$ cat src/rtl/serial_adder_pkg.sv
// serial_adder_pkg: shared state encoding for the bit-serial adder
package serial_adder_pkg;
  typedef enum logic [1:0] {
    ST_IDLE = 2'd0,
    ST_RUN  = 2'd1,
    ST_DONE = 2'd2
  } state_t;
endpackage

$ cat src/rtl/serial_adder_if.sv
// serial_adder_if: operand and result handshakes of the bit-serial adder
interface serial_adder_if #(parameter int WIDTH = 8);
  logic             in_valid;
  logic             in_ready;
  logic [WIDTH-1:0] a;
  logic [WIDTH-1:0] b;
  logic             cin;
  logic             out_valid;
  logic             out_ready;
  logic [WIDTH-1:0] sum;
  logic             cout;
  logic             busy;
  modport master (output in_valid, a, b, cin, out_ready,
                  input  in_ready, out_valid, sum, cout, busy);
  modport slave  (input  in_valid, a, b, cin, out_ready,
                  output in_ready, out_valid, sum, cout, busy);
endinterface

$ cat src/rtl/serial_adder_fa_bit.sv
// fa_bit: combinational single-bit full adder cell
module fa_bit (
  output logic sum,
  output logic carryout,
  input  logic x,
  input  logic y,
  input  logic carryin
);
  assign sum      = x ^ y ^ carryin;
  assign carryout = (x & y) | (carryin & (x ^ y));
endmodule

$ cat src/rtl/serial_adder.sv
// serial_adder: LSB-first bit-serial adder driving one full-adder cell per clock
module serial_adder
  import serial_adder_pkg::*;
#(
  parameter int WIDTH = 8
) (
  input  logic           clk,
  input  logic           rst_n,
  serial_adder_if.slave  bus
);
  localparam int CW = $clog2(WIDTH + 1);
  state_t           state_q, state_d;
  logic [WIDTH-1:0] a_q, a_d, b_q, b_d, res_q, res_d;
  logic             carry_q, carry_d;
  logic [CW-1:0]    cnt_q, cnt_d;
  logic             s, c;
  fa_bit u_fa (
    .sum      (s),
    .carryout (c),
    .x        (a_q[0]),
    .y        (b_q[0]),
    .carryin  (carry_q)
  );
  // state and datapath registers; reset aborts any operation in flight
  always_ff @(posedge clk or negedge rst_n) begin
    if (!rst_n) begin
      state_q <= ST_IDLE;
      a_q     <= '0;
      b_q     <= '0;
      res_q   <= '0;
      carry_q <= 1'b0;
      cnt_q   <= '0;
    end else begin
      state_q <= state_d;
      a_q     <= a_d;
      b_q     <= b_d;
      res_q   <= res_d;
      carry_q <= carry_d;
      cnt_q   <= cnt_d;
    end
  end
  // next state: load on acceptance, shift one bit per RUN cycle, hold in DONE
  always_comb begin
    state_d = state_q;
    a_d     = a_q;
    b_d     = b_q;
    res_d   = res_q;
    carry_d = carry_q;
    cnt_d   = cnt_q;
    if (state_q == ST_IDLE && bus.in_valid) begin
      state_d = ST_RUN;
      a_d     = bus.a;
      b_d     = bus.b;
      carry_d = bus.cin;
      res_d   = '0;
      cnt_d   = '0;
    end else if (state_q == ST_RUN) begin
      res_d   = (res_q >> 1) | (WIDTH'(s) << (WIDTH - 1));
      a_d     = a_q >> 1;
      b_d     = b_q >> 1;
      carry_d = c;
      cnt_d   = cnt_q + CW'(1);
      state_d = (cnt_q == CW'(WIDTH - 1)) ? ST_DONE : ST_RUN;
    end else if (state_q == ST_DONE && bus.out_ready) begin
      state_d = ST_IDLE;
    end
  end
  assign bus.in_ready  = (state_q == ST_IDLE);
  assign bus.out_valid = (state_q == ST_DONE);
  assign bus.busy      = (state_q != ST_IDLE);
  assign bus.sum       = bus.out_valid ? res_q : '0;
  assign bus.cout      = bus.out_valid & carry_q;
endmodule

$ cat src/flat_wrapper.sv
// flat-port wrapper written by rule: the top's interface ports become plain ports
module serial_adder_flat import serial_adder_pkg::*;
#(
  parameter int WIDTH = 8
)
  (clk, rst_n, bus_in_valid, bus_a, bus_b, bus_cin, bus_out_ready, bus_in_ready, bus_out_valid, bus_sum, bus_cout, bus_busy);
  serial_adder_if #(.WIDTH(WIDTH)) bus_i ();
  input  logic clk;
  input  logic rst_n;
  input wire logic [$bits(bus_i.in_valid)-1:0] bus_in_valid;
  input wire logic [$bits(bus_i.a)-1:0] bus_a;
  input wire logic [$bits(bus_i.b)-1:0] bus_b;
  input wire logic [$bits(bus_i.cin)-1:0] bus_cin;
  input wire logic [$bits(bus_i.out_ready)-1:0] bus_out_ready;
  output wire logic [$bits(bus_i.in_ready)-1:0] bus_in_ready;
  output wire logic [$bits(bus_i.out_valid)-1:0] bus_out_valid;
  output wire logic [$bits(bus_i.sum)-1:0] bus_sum;
  output wire logic [$bits(bus_i.cout)-1:0] bus_cout;
  output wire logic [$bits(bus_i.busy)-1:0] bus_busy;
  assign bus_i.in_valid = bus_in_valid;
  assign bus_i.a = bus_a;
  assign bus_i.b = bus_b;
  assign bus_i.cin = bus_cin;
  assign bus_i.out_ready = bus_out_ready;
  assign bus_in_ready = bus_i.in_ready;
  assign bus_out_valid = bus_i.out_valid;
  assign bus_sum = bus_i.sum;
  assign bus_cout = bus_i.cout;
  assign bus_busy = bus_i.busy;
  serial_adder #(.WIDTH(WIDTH)) u_core (.clk(clk), .rst_n(rst_n), .bus(bus_i));
endmodule
$ cat config.mk
export PLATFORM = sky130hd
export DESIGN_NAME = serial_adder_flat
export DESIGN_NICKNAME = d
export VERILOG_FILES = /design/src/rtl/serial_adder_pkg.sv /design/src/rtl/serial_adder_if.sv /design/src/rtl/serial_adder_fa_bit.sv /design/src/rtl/serial_adder.sv /design/src/flat_wrapper.sv
export SDC_FILE = /design/constraint.sdc
export NUM_CORES = 1
export LEC_CHECK = 0
export ABC_AREA = 1
export BUFFER_PORTS_ARGS = -buffer_cell sky130_fd_sc_hd__clkbuf_2
export CAP_MARGIN = 5
export CORE_AREA = 2 2 48 68
export CTS_CLUSTER_DIAMETER = 60
export CTS_CLUSTER_SIZE = 40
export DETAILED_ROUTE_END_ITERATION = 10
export DIE_AREA = 0 0 50 70
export GPL_TIMING_DRIVEN = 0
export PLACE_DENSITY = 0.78
export SLEW_MARGIN = 5
export SYNTH_ARGS = -nofsm -noshare
export SYNTH_HDL_FRONTEND = slang
export SYNTH_HIERARCHICAL = 1
export SYNTH_SLANG_ARGS = --single-unit
$ cat constraint.sdc
create_clock -name clk -period 3.2 [get_ports clk]
set_input_delay 0.16 -clock clk [delete_from_list [all_inputs] [get_ports clk]]
set_output_delay 0.16 -clock clk [all_outputs]
set_load 0.005 [all_outputs]
==> qor_table.md, run 1 <==
| Metric | Reported |
| --- | --- |
| Post-detailed-placement half-perimeter wirelength | 2250 µm |
| Core ar. | 2970 µm² |
| Power density relative to cell area | 389 nW/µm² |
| Input/output buffers | 32 |
| Non-filler instance count after layout | 280 |
| Period Utilization, post-route | 46.1% |
| Classification of the worst setup path | register to primary output |
| Antenna violation net count after detailed routing | 0 |
| Starting density of the core | 54.1% |
| Fin util | 64.9% |
| Most common cell after layout, fill and taps aside | nand2_1 |
| Post-CTS setup buffer count | 0 |
| Largest net degree at the start of global routing | 32 |
| Cells on Worst Hold Path | 3 |
| Routed via count | 1,380 |
| Sequential share of the synthesized area | 48.2% |
| Number of primary I/O pins | 33 |
| Setup repair after global routing missed its margin | false |
| Global-route wire length before repair | 5840 µm |
| YS warnings | 6 |
| Worst Tran Pin Value | 0.771 ns |
| Type of destination of the critical path | primary output |
| Die footprint | 3500 µm² |
| Cell class contributing the biggest share of worst-path delay | flip-flops |
| Number of buffers added by the clock tree synthesis step | 5 |
| Count of cell types in the netlist | 19 |
| Fill count | 273 |
| Req. time, crit path | 3.04 ns |
| Gate count of the mapped netlist | 200 |
| Cell leakage power | 1.09 nW |
| Post-detailed-route via-to-cell ratio | 4.93 |
| Post-Synthesis Net Count | 223 |
| Rows | 24 |
| Number of antenna violations at the first check in global routing | 0 |
| Post-detailed-routing wire length | 3230 µm |
| H-tree lvl count | 2 |
| VDD IR max | 0.000295 V |
| Post-route minimum period | 1.48 ns |
| Diodes inserted | 0 |
| Highest cell delay on the worst timing path | 0.43 ns |
| List of cells traversed by the critical path | inv_2 > nor2_1 > inv_2 > nor2_1 > clkbuf_2 |
| Initial drt markers | 38 |
| Average instance area after synthesis | 8.05 µm² |
| Number of cells on the worst reg-to-reg path | 5 |
| Post-Syn Area | 1610 µm² |
| Number of global-route vias before repair | 1,377 |
| Peak fanout along the critical path | 9 |
| Inst Count DP | 271 |
| Class of the worst hold path | primary input to register |
| Clock-pin slew on the worst setup and hold paths | 0.06 ns |
| Maximum clock frequency | 0.677 GHz |
| Max-cap violation count | 0 |
| Root buffer selected by CTS | clkbuf_8 |
| Critical path's slowest cell | dfrtp_1 |
| Highest-count cells in the layout ignoring fill and taps | nand2_1 (78), clkbuf_2 (32), dfrtp_1 (31), nand3_1 (22), inv_1 (14) |
| Final number of setup-violating endpoints | 0 |
| Final number of hold-violating endpoints | 0 |
| Clock skew | 0.00256 ns |
| CTS max path bufs | 2 |
| Insertion delay to the later sink of the worst-skew pair | 0.28 ns |
| CTS tree | done |
| Result of the run | complete, no violations |
| Total number of nets in the final design | 263 |
| Arrival @ worst endpoint | 1.32 ns |
| Path length in cells of the critical path | 5 |
| Clock Sink Count | 31 |
| Number of detailed-route iterations in the first pass | 4 |
| Die Wd | 50 µm |
| Count of state elements after synthesis | 31 |
| Max Transition Viols Final | 0 |
| Final setup TNS | 0 ns |
| Startpoint type of the worst setup path | register |
| Mean routed wirelength per cell | 11.5 µm |
| Overflow left after global routing | 0 |
| Fraction of layout instances using a drive strength above 1 | 24.1% |
| Vertical extent of the die | 70 µm |
| Final RePlAce weighted congestion | 0.772 |
| Max transition margin | 48.6% |
| Pre-CTS setup slack | 2.00 ns |
| Syn-to-layout area delta | 19.8% |
| Buffers & Inverters on Critical Path | 3 |
| DRC violation count after routing | 0 |
| Total track usage | 22.0% |
| Post-route worst setup slack | 1.72 ns |
cell usage after synthesis:
cell | number | area [µm²]
ha_1 | 1 | 12.5
nand2_1 | 78 | 293
buf_4 | 5 | 37.5
nand2_4 | 1 | 11.3
buf_6 | 4 | 45.0
nand3b_1 | 11 | 82.6
o21ai_4 | 1 | 16.3
buf_2 | 1 | 5.00
nor2_1 | 13 | 48.8
inv_1 | 14 | 52.6
a21oi_1 | 1 | 5.00
fa_1 | 1 | 20.0
o21ai_1 | 1 | 5.00
o21ai_0 | 8 | 40.0
o21ai_2 | 3 | 26.3
nor2_4 | 1 | 11.3
inv_2 | 3 | 11.3
nand3_1 | 22 | 110
dfrtp_1 | 31 | 776
logic make-up after synthesis:
logic type,count (synthesis),share of synthesized area [%]
simple gates,126,34.6
fa+ha+maj,2,2.02
flops,31,48.2
compound gates,14,5.75
buf+inv,27,9.41
state kept, by name (all words and copies together), names as in the netlist:
signal and flops:
u_core/a_q 8, u_core/res_q 8, u_core/cnt_q 4, u_core/state_q 2, u_core/carry_q 1, u_core/b_q 8
routing by layer:
layer  GRT usage (%)  wire length [µm]  vias up
li1                -                 -      705
met1            24.5              1390      644
met2            38.6              1690       27
met3            7.05               118        4
met4            7.41                34        0
met5               0                 0        -
where the power goes:
group | leakage [nW] | total [W] | internal [W] | switching (W)
clock | 0.0515 | 0.000332 | 0.000196 | 0.000136
sequential | 0.282 | 0.000392 | 0.000392 | 0
combinational | 0.754 | 0.0000271 | 0.0000129 | 0.0000142
cell type report:
cell class	count	area, µm²	share of cell area (%)
Buffer	10	87.6	4.54
Timing Repair Buffer	33	170	8.83
Tap cell	39	48.8	2.53
Multi-Input combinational cell	142	682	35.4
Clock buffer	8	100	5.19
Sequential cell	31	776	40.2
Inverter	17	63.8	3.31
worst min-delay path, stage by stage:
cell and delay, ns:
clkbuf_2 0.08, nand3_1 0.07, nand2_1 0.05
through the flow:
step / power, W / hold slack [ns] / area [µm²]
after floorplan: 0.000406 / -0.136 / 1610
after global placement: 0.000426 / 0.275 / 1820
after global routing: 0.000787 / 0.111 / 1930
after detailed placement: 0.000426 / 0.268 / 1820
final: 0.000751 / 0.113 / 1930
after CTS: 0.000764 / 0.103 / 1930
timing repair:
action | CTS | global route
resized for setup | 0 | 0
hold buffers | 1 | 0
endpoints found under the hold margin | 31 | 0
worst paths after layout:
kind	end	slack [ns]	start
worst max register to register	u_core/res_q[4]	1.99	u_core/state_q[0]
max in group asynchronous	u_core/a_q[7]	2.22	rst_n
min in group asynchronous	u_core/res_q[1]	0.49	rst_n
worst min register to register	u_core/res_q[6]	0.48	u_core/res_q[6]
worst min-delay path	u_core/a_q[7]	0.11	bus_a[7]
worst max-delay path	bus_sum[6]	1.72	u_core/state_q[1]
No activity file was read; power rests on OpenSTA's default activity.
==> run 2: changes to the inputs <==
--- a/config.mk
+++ b/config.mk
@@ -5,16 +5,16 @@
 export SDC_FILE = /design/constraint.sdc
 export NUM_CORES = 1
 export LEC_CHECK = 0
-export ABC_AREA = 1
+export ABC_AREA = 0
 export BUFFER_PORTS_ARGS = -buffer_cell sky130_fd_sc_hd__clkbuf_2
 export CAP_MARGIN = 5
-export CORE_AREA = 2 2 48 68
+export CORE_AREA = 2 2 51 72
 export CTS_CLUSTER_DIAMETER = 60
 export CTS_CLUSTER_SIZE = 40
 export DETAILED_ROUTE_END_ITERATION = 10
-export DIE_AREA = 0 0 50 70
+export DIE_AREA = 0 0 53 74
 export GPL_TIMING_DRIVEN = 0
-export PLACE_DENSITY = 0.78
+export PLACE_DENSITY = 0.68
 export SLEW_MARGIN = 5
 export SYNTH_ARGS = -nofsm -noshare
 export SYNTH_HDL_FRONTEND = slang
==> constraint.sdc (replaced) <==
create_clock -name clk -period 1.25 [get_ports clk]
set_input_delay 0.0625 -clock clk [delete_from_list [all_inputs] [get_ports clk]]
set_output_delay 0.0625 -clock clk [all_outputs]
set_load 0.005 [all_outputs]
==> qor_table.md, run 2 <==
| Metric | Reported |
| --- | --- |
| Main area contributors after synthesis | dfrtp_1 (53%), nand2_1 (14%), a31oi_1 (4.7%) |
| Class of the worst hold path | primary input to register |
| Initial drt markers | 27 |
| Syn-to-layout area delta | 42.5% |
| DRC violation count after routing | 0 |
| Number of detailed-route iterations in the first pass | 4 |
| Largest regs | u_core/a_q x8, u_core/b_q x8, u_core/res_q x8 |
| Starting density of the core | 44.8% |
| Number of antenna violations at the first check in global routing | 0 |
| CTS max path bufs | 2 |
| Non-filler instance count after layout | 255 |
| Worst Hold Launch | bus_a[6] |
| Combinational share of power | 34.8% |
| Number of primary I/O pins | 33 |
| Final number of hold-violating endpoints | 0 |
| Post-detailed-routing wire length | 3590 µm |
| Final setup TNS | -3.39 ns |
| Most instantiated cells after synthesis | nand2_1 (56), dfrtp_1 (31), nor2_1 (13) |
| Post-detailed-route via-to-cell ratio | 5.29 |
| Top-count cell post-synth | nand2_1 |
| Max-cap violation count | 0 |
| H-tree lvl count | 2 |
| Insertion delay to the later sink of the worst-skew pair | 0.28 ns |
| Async set-or-reset flop fraction in the synthesized netlist | 100% |
| Post-detailed-placement half-perimeter wirelength | 2250 µm |
| Cell leakage power | 1.03 nW |
| Cell type contributing the most total cell area after synthesis | dfrtp_1 |
| Startpoint of the worst register-to-register path | u_core/state_q[1] |
| Final number of setup-violating endpoints | 38 |
| Core ar. | 3280 µm² |
| Maximum clock frequency | 0.724 GHz |
| Count of state elements after synthesis | 31 |
| Max transition margin | 47.6% |
| Part of the total power dissipated in the clock network | 22.6% |
| Pre-CTS setup slack | -0.279 ns |
| Internal power component | 0.00272 W |
| Primary flip-flop cell chosen by synthesis mapping | dfrtp_1 |
| Fin util | 63.8% |
| Startpoint type of the worst setup path | register |
| Period Utilization, post-route | 110% |
| Worst Tran Pin Value | 0.786 ns |
| Crit path launch | u_core/state_q[1] |
| Failing checks | negative setup slack |
| Diodes inserted | 0 |
| Post-Syn Area | 1470 µm² |
| Average instance area after synthesis | 9.03 µm² |
| Share of Yosys cell area claimed by the top area cell type | 52.7% |
| Vertical extent of the die | 74 µm |
| Clock skew | 0.00440 ns |
| Final RePlAce weighted congestion | 0.719 |
| Die footprint | 3920 µm² |
| Overflow left after global routing | 0 |
| Count of cell types in the netlist | 26 |
| Inst Count DP | 235 |
| Switching power summed over all nets | 0.00137 W |
| Storage cell area | 777 µm² |
| Worst slack on hold paths | 0.0178 ns |
| Most common cell after layout, fill and taps aside | nand2_1 |
| Number of buffers added by the clock tree synthesis step | 5 |
| Mean routed wirelength per cell | 14.1 µm |
| Post-Synthesis Net Count | 186 |
| Count of flip-flops with a built-in enable after synthesis | 0 |
| Post-route worst setup slack | -0.130 ns |
| Net switching share of the total power | 33.4% |
| Fill count | 296 |
| Max Transition Viols Final | 0 |
| Total number of nets in the final design | 238 |
| Power density relative to cell area | 1950 nW/µm² |
| Gate count of the mapped netlist | 163 |
| Routed via count | 1,349 |
| Type of destination of the critical path | register |
| Root buffer selected by CTS | clkbuf_8 |
| Peak fanout along the critical path | 10 |
| Input/output buffers | 32 |
| Largest net degree at the start of global routing | 32 |
| Clock Sink Count | 31 |
| Highest-count cells in the layout ignoring fill and taps | nand2_1 (54), dfrtp_1 (30), clkbuf_2 (25), buf_6 (14), a31oi_1 (10) |
| Post-route minimum period | 1.38 ns |
| Antenna violation net count after detailed routing | 0 |
| YS warnings | 6 |
| Die Wd | 53 µm |
| Req. time, crit path | 1.41 ns |
| VDD IR max | 0.00109 V |
| Sequential share of the synthesized area | 52.7% |
| Result of the run | finished with violations |
| Classification of the worst setup path | register to register |
| Global-route wire length before repair | 5760 µm |
| Clock-pin slew on the worst setup and hold paths | 0.06 ns |
| Total track usage | 20.5% |
| Number of global-route vias before repair | 1,275 |
| Rows | 25 |
| CTS tree | done |
| Fraction of layout instances using a drive strength above 1 | 41.4% |
| Reg power frac | 42.6% |
| Arrival @ worst endpoint | 1.54 ns |
| Combined area of the multi-input logic cells | 732 µm² |
| Setup repair after global routing missed its margin | true |
-- run 2: changes by cell type after synthesis, sizes merged, moves of 4 or more --
cell    change
inv        -15
o21ai      -10
nand3      -11
a22oi       +4
a31oi      +11
nand3b     -10
and2        +9
nand2      -23
-- run 2: path summary, 6_finish.rpt --
check	to	slack, ns	cells past startpoint
max	u_core/a_q[4]	-0.13	4
min	u_core/a_q[6]	0.02	3
max reg2reg	u_core/a_q[4]	-0.13	4
min reg2reg	u_core/cnt_q[3]	0.49	1
max in group asynchronous	u_core/state_q[1]	0.31	2
min in group asynchronous	u_core/b_q[3]	0.40	2
-- run 2: kinds of logic after synthesis --
family                     count (synthesis)  synth area share (%)
and+or+nand+nor                           95                  28.1
DFF                                       31                  52.7
muxes                                      1                 0.680
AOI/OAI and AO/OA                         22                  9.86
buffers and inverters                     12                  6.46
adders and majority gates                  2                  2.21
-- run 2: layout make-up --
| type | count | area share [%] |
|---|---|---|
| flip-flops and latches | 31 | 37.1 |
| plain buffers | 9 | 4.83 |
| clock inverters | 1 | 1.43 |
| clock buffers | 6 | 3.46 |
| well taps | 40 | 2.39 |
| repair buffers | 45 | 15.6 |
| inverters | 2 | 0.358 |
| multi-input cells | 121 | 34.9 |
-- run 2: critical path, cell delays in order, from the launching register on --
cell     delay (ns)
dfrtp_2        0.46
or3b_4         0.49
buf_8          0.18
nor2_1         0.09
a31oi_1        0.05
-- run 2: through the flow --
stage / area, µm² / power (W)
4_1_cts: 1910 / 0.00379
5_1_grt: 2100 / 0.00438
3_3_place_gp: 1700 / 0.00269
6_report: 2100 / 0.00408
2_1_floorplan: 1490 / 0.00241
3_5_place_dp: 1700 / 0.00274
-- run 2: power by group through the flow --
stage / clock, W / sequential [W] / combinational (W)
after detailed placement: 0 / 0.00172 / 0.00103
after floorplan: 0 / 0.00164 / 0.000773
after CTS: 0.000960 / 0.00171 / 0.00112
final: 0.000922 / 0.00174 / 0.00142
after global placement: 0 / 0.00170 / 0.000995
after global routing: 0.000991 / 0.00179 / 0.00160
-- run 2: repair_timing --
action / 4_1_cts / 5_1_grt
setup endpoints to repair: 39 / 42
buffers inserted: 3 / 5
cloned: 1 / 0
gates resized for setup: 16 / 42
pin swaps: 5 / 9
hold endpoints to repair: 35 / 0
hold buffers: 5 / 0
-- run 2: per-layer routing --
layer	share of wire (%)	routed length [µm]	track usage [%]
met5	0	0	0
met4	2.3	84	10.8
met3	4.0	143	4.82
met2	51	1840	33.1
met1	42	1530	25.3
==> run 3: changes to the inputs <==
--- a/config.mk
+++ b/config.mk
@@ -15,6 +15,7 @@
 export DIE_AREA = 0 0 53 74
 export GPL_TIMING_DRIVEN = 0
 export PLACE_DENSITY = 0.68
+export REMOVE_ABC_BUFFERS = 1
 export SLEW_MARGIN = 5
 export SYNTH_ARGS = -nofsm -noshare
 export SYNTH_HDL_FRONTEND = slang
==> qor_table.md, run 3 (same netlist as run 2, synthesis figures left out) <==
| Metric | Reported |
| --- | --- |
| Result of the run | finished with violations |
| Failing checks | negative setup slack |
| Rows | 25 |
| Fin util | 64.3% |
| Overflow left after global routing | 0 |
| Arrival @ worst endpoint | 1.48 ns |
| Total number of nets in the final design | 241 |
| Peak fanout along the critical path | 8 |
| Largest regs | u_core/a_q x8, u_core/b_q x8, u_core/res_q x8 |
| Largest net degree at the start of global routing | 32 |
| Diodes inserted | 0 |
| VDD IR max | 0.00134 V |
| Type of destination of the critical path | register |
| Post-detailed-route via-to-cell ratio | 5.49 |
| Worst Setup EP | u_core/a_q[5] |
| Syn-to-layout area delta | 43.5% |
| Fill count | 288 |
| Startpoint type of the worst setup path | register |
| Crit path launch | u_core/state_q[0] |
| Class of the worst hold path | primary input to register |
| Destination of the worst register-to-register timing path | u_core/a_q[5] |
| Max-cap violation count | 0 |
| Number of primary I/O pins | 33 |
| Number of antenna violations at the first check in global routing | 0 |
| Global-route wire length before repair | 6530 µm |
| Total track usage | 23.7% |
| Core ar. | 3280 µm² |
| Insertion delay to the later sink of the worst-skew pair | 0.28 ns |
| Power density relative to cell area | 1910 nW/µm² |
| CTS tree | done |
| Most common cell after layout, fill and taps aside | nand2_1 |
| Critical path's slowest cell | dfrtp_2 |
| Max transition margin | 48.8% |
| Die footprint | 3920 µm² |
| Antenna violation net count after detailed routing | 0 |
| Combinational share of power | 38.9% |
| Post-route minimum period | 1.33 ns |
| Routed via count | 1,411 |
| Switching power summed over all nets | 0.00147 W |
| Part of the total power dissipated in the clock network | 17.7% |
| Cell leakage power | 1.05 nW |
| Worst Tran Pin Value | 0.768 ns |
| Maximum clock frequency | 0.752 GHz |
| CTS max path bufs | 2 |
| Max Transition Viols Final | 0 |
| Post-detailed-routing wire length | 4140 µm |
| DRC violation count after routing | 0 |
| Vertical extent of the die | 74 µm |
| Internal power component | 0.00257 W |
| Starting density of the core | 44.8% |
| Final number of setup-violating endpoints | 34 |
| Clock Sink Count | 31 |
| Die Wd | 53 µm |
| Classification of the worst setup path | register to register |
| Fraction of layout instances using a drive strength above 1 | 43.8% |
| Number of global-route vias before repair | 1,363 |
| Post-detailed-placement half-perimeter wirelength | 2090 µm |
| Input/output buffers | 32 |
| Net switching share of the total power | 36.3% |
| H-tree lvl count | 2 |
| Mean routed wirelength per cell | 16.1 µm |
| Non-filler instance count after layout | 257 |
| Startpoint of the worst register-to-register path | u_core/state_q[0] |
| Final RePlAce weighted congestion | 0.715 |
| Root buffer selected by CTS | clkbuf_8 |
| List of cells traversed by the critical path | buf_6 > or3b_4 > nor2_2 > a31oi_2 |
| Worst slack on hold paths | 0.0330 ns |
| Storage cell area | 778 µm² |
| Highest cell delay on the worst timing path | 0.43 ns |
| Clock-pin slew on the worst setup and hold paths | 0.06 ns |
| Reg power frac | 43.4% |
| Inst Count DP | 226 |
| Slack of the worst reg-to-reg path | -0.08 ns |
| Period Utilization, post-route | 106% |
| Initial drt markers | 63 |
| Final number of hold-violating endpoints | 0 |
| Highest-count cells in the layout ignoring fill and taps | nand2_1 (56), clkbuf_2 (30), dfrtp_1 (29), nand3_2 (11) |
| Post-route worst setup slack | -0.0804 ns |
| Setup repair after global routing missed its margin | true |
| Number of buffers added by the clock tree synthesis step | 5 |
| Number of cells on the worst reg-to-reg path | 4 |
| Clock skew | 0.00510 ns |
| Combined area of the multi-input logic cells | 846 µm² |
| Final setup TNS | -1.45 ns |
| Number of detailed-route iterations in the first pass | 4 |
| Cells on Worst Hold Path | 3 |
| Req. time, crit path | 1.40 ns |
## run 3: power groups by stage
stage	Sequential, W	Combinational (W)	Clock, W
6_report	0.00176	0.00157	0.000713
5_1_grt	0.00181	0.00174	0.000768
4_1_cts	0.00174	0.00144	0.000721
3_5_place_dp	0.00173	0.000982	0
3_3_place_gp	0.00169	0.000891	0
2_1_floorplan	0.00164	0.000687	0
## run 3: worst max-delay path: cells and delay by family (launching register included)
kind	cells	cell delay, ns
compound gates	1	0.05
flops	1	0.43
buf+inv	1	0.15
simple gates	2	0.57
## run 3: worst min-delay path by stage
stage,end,start,slack (ns)
2_1_floorplan,u_core/a_q[0],rst_n,-0.23
3_3_place_gp,u_core/a_q[5],rst_n,0.16
3_5_place_dp,u_core/a_q[5],rst_n,0.17
4_1_cts,u_core/a_q[6],bus_a[6],0.02
5_1_grt,u_core/a_q[6],bus_a[6],0.02
6_report,u_core/b_q[3],bus_b[3],0.03
## run 3: what timing repair did
item / CTS / global route
hold buffers: 4 / 0
hold endpoints to repair: 34 / 0
endpoints found under the setup margin: 40 / 39
gates resized for setup: 37 / 19
pin swaps: 27 / 6
setup buffers: 10 / 3
gates cloned: 8 / 0
## run 3: layer usage
layer / global-route usage, % / vias up / share of wire, %
met2: 43.3 / 40 / 56
met5: 0 / - / 0
met1: 26.9 / 703 / 38
met4: 8.83 / 0 / 2.0
met3: 4.42 / 7 / 4.2
li1: - / 661 / -
## run 3: area by class of cell
class,count,share of cell area [%]
Tap cell,40,2.37
Timing Repair Buffer,50,16.9
Multi-Input combinational cell,128,40.0
Inverter,2,0.355
Clock buffer,6,3.44
Sequential cell,31,36.8
## run 3: through the flow
step                      setup WS [ns]  power, W  cell area (µm²)
after floorplan                  -0.571   0.00233             1380
after global placement            -1.07   0.00259             1590
after detailed placement         -0.548   0.00271             1610
after CTS                       -0.0705   0.00389             2010
after global routing             -0.122   0.00431             2110
final                           -0.0804   0.00404             2110
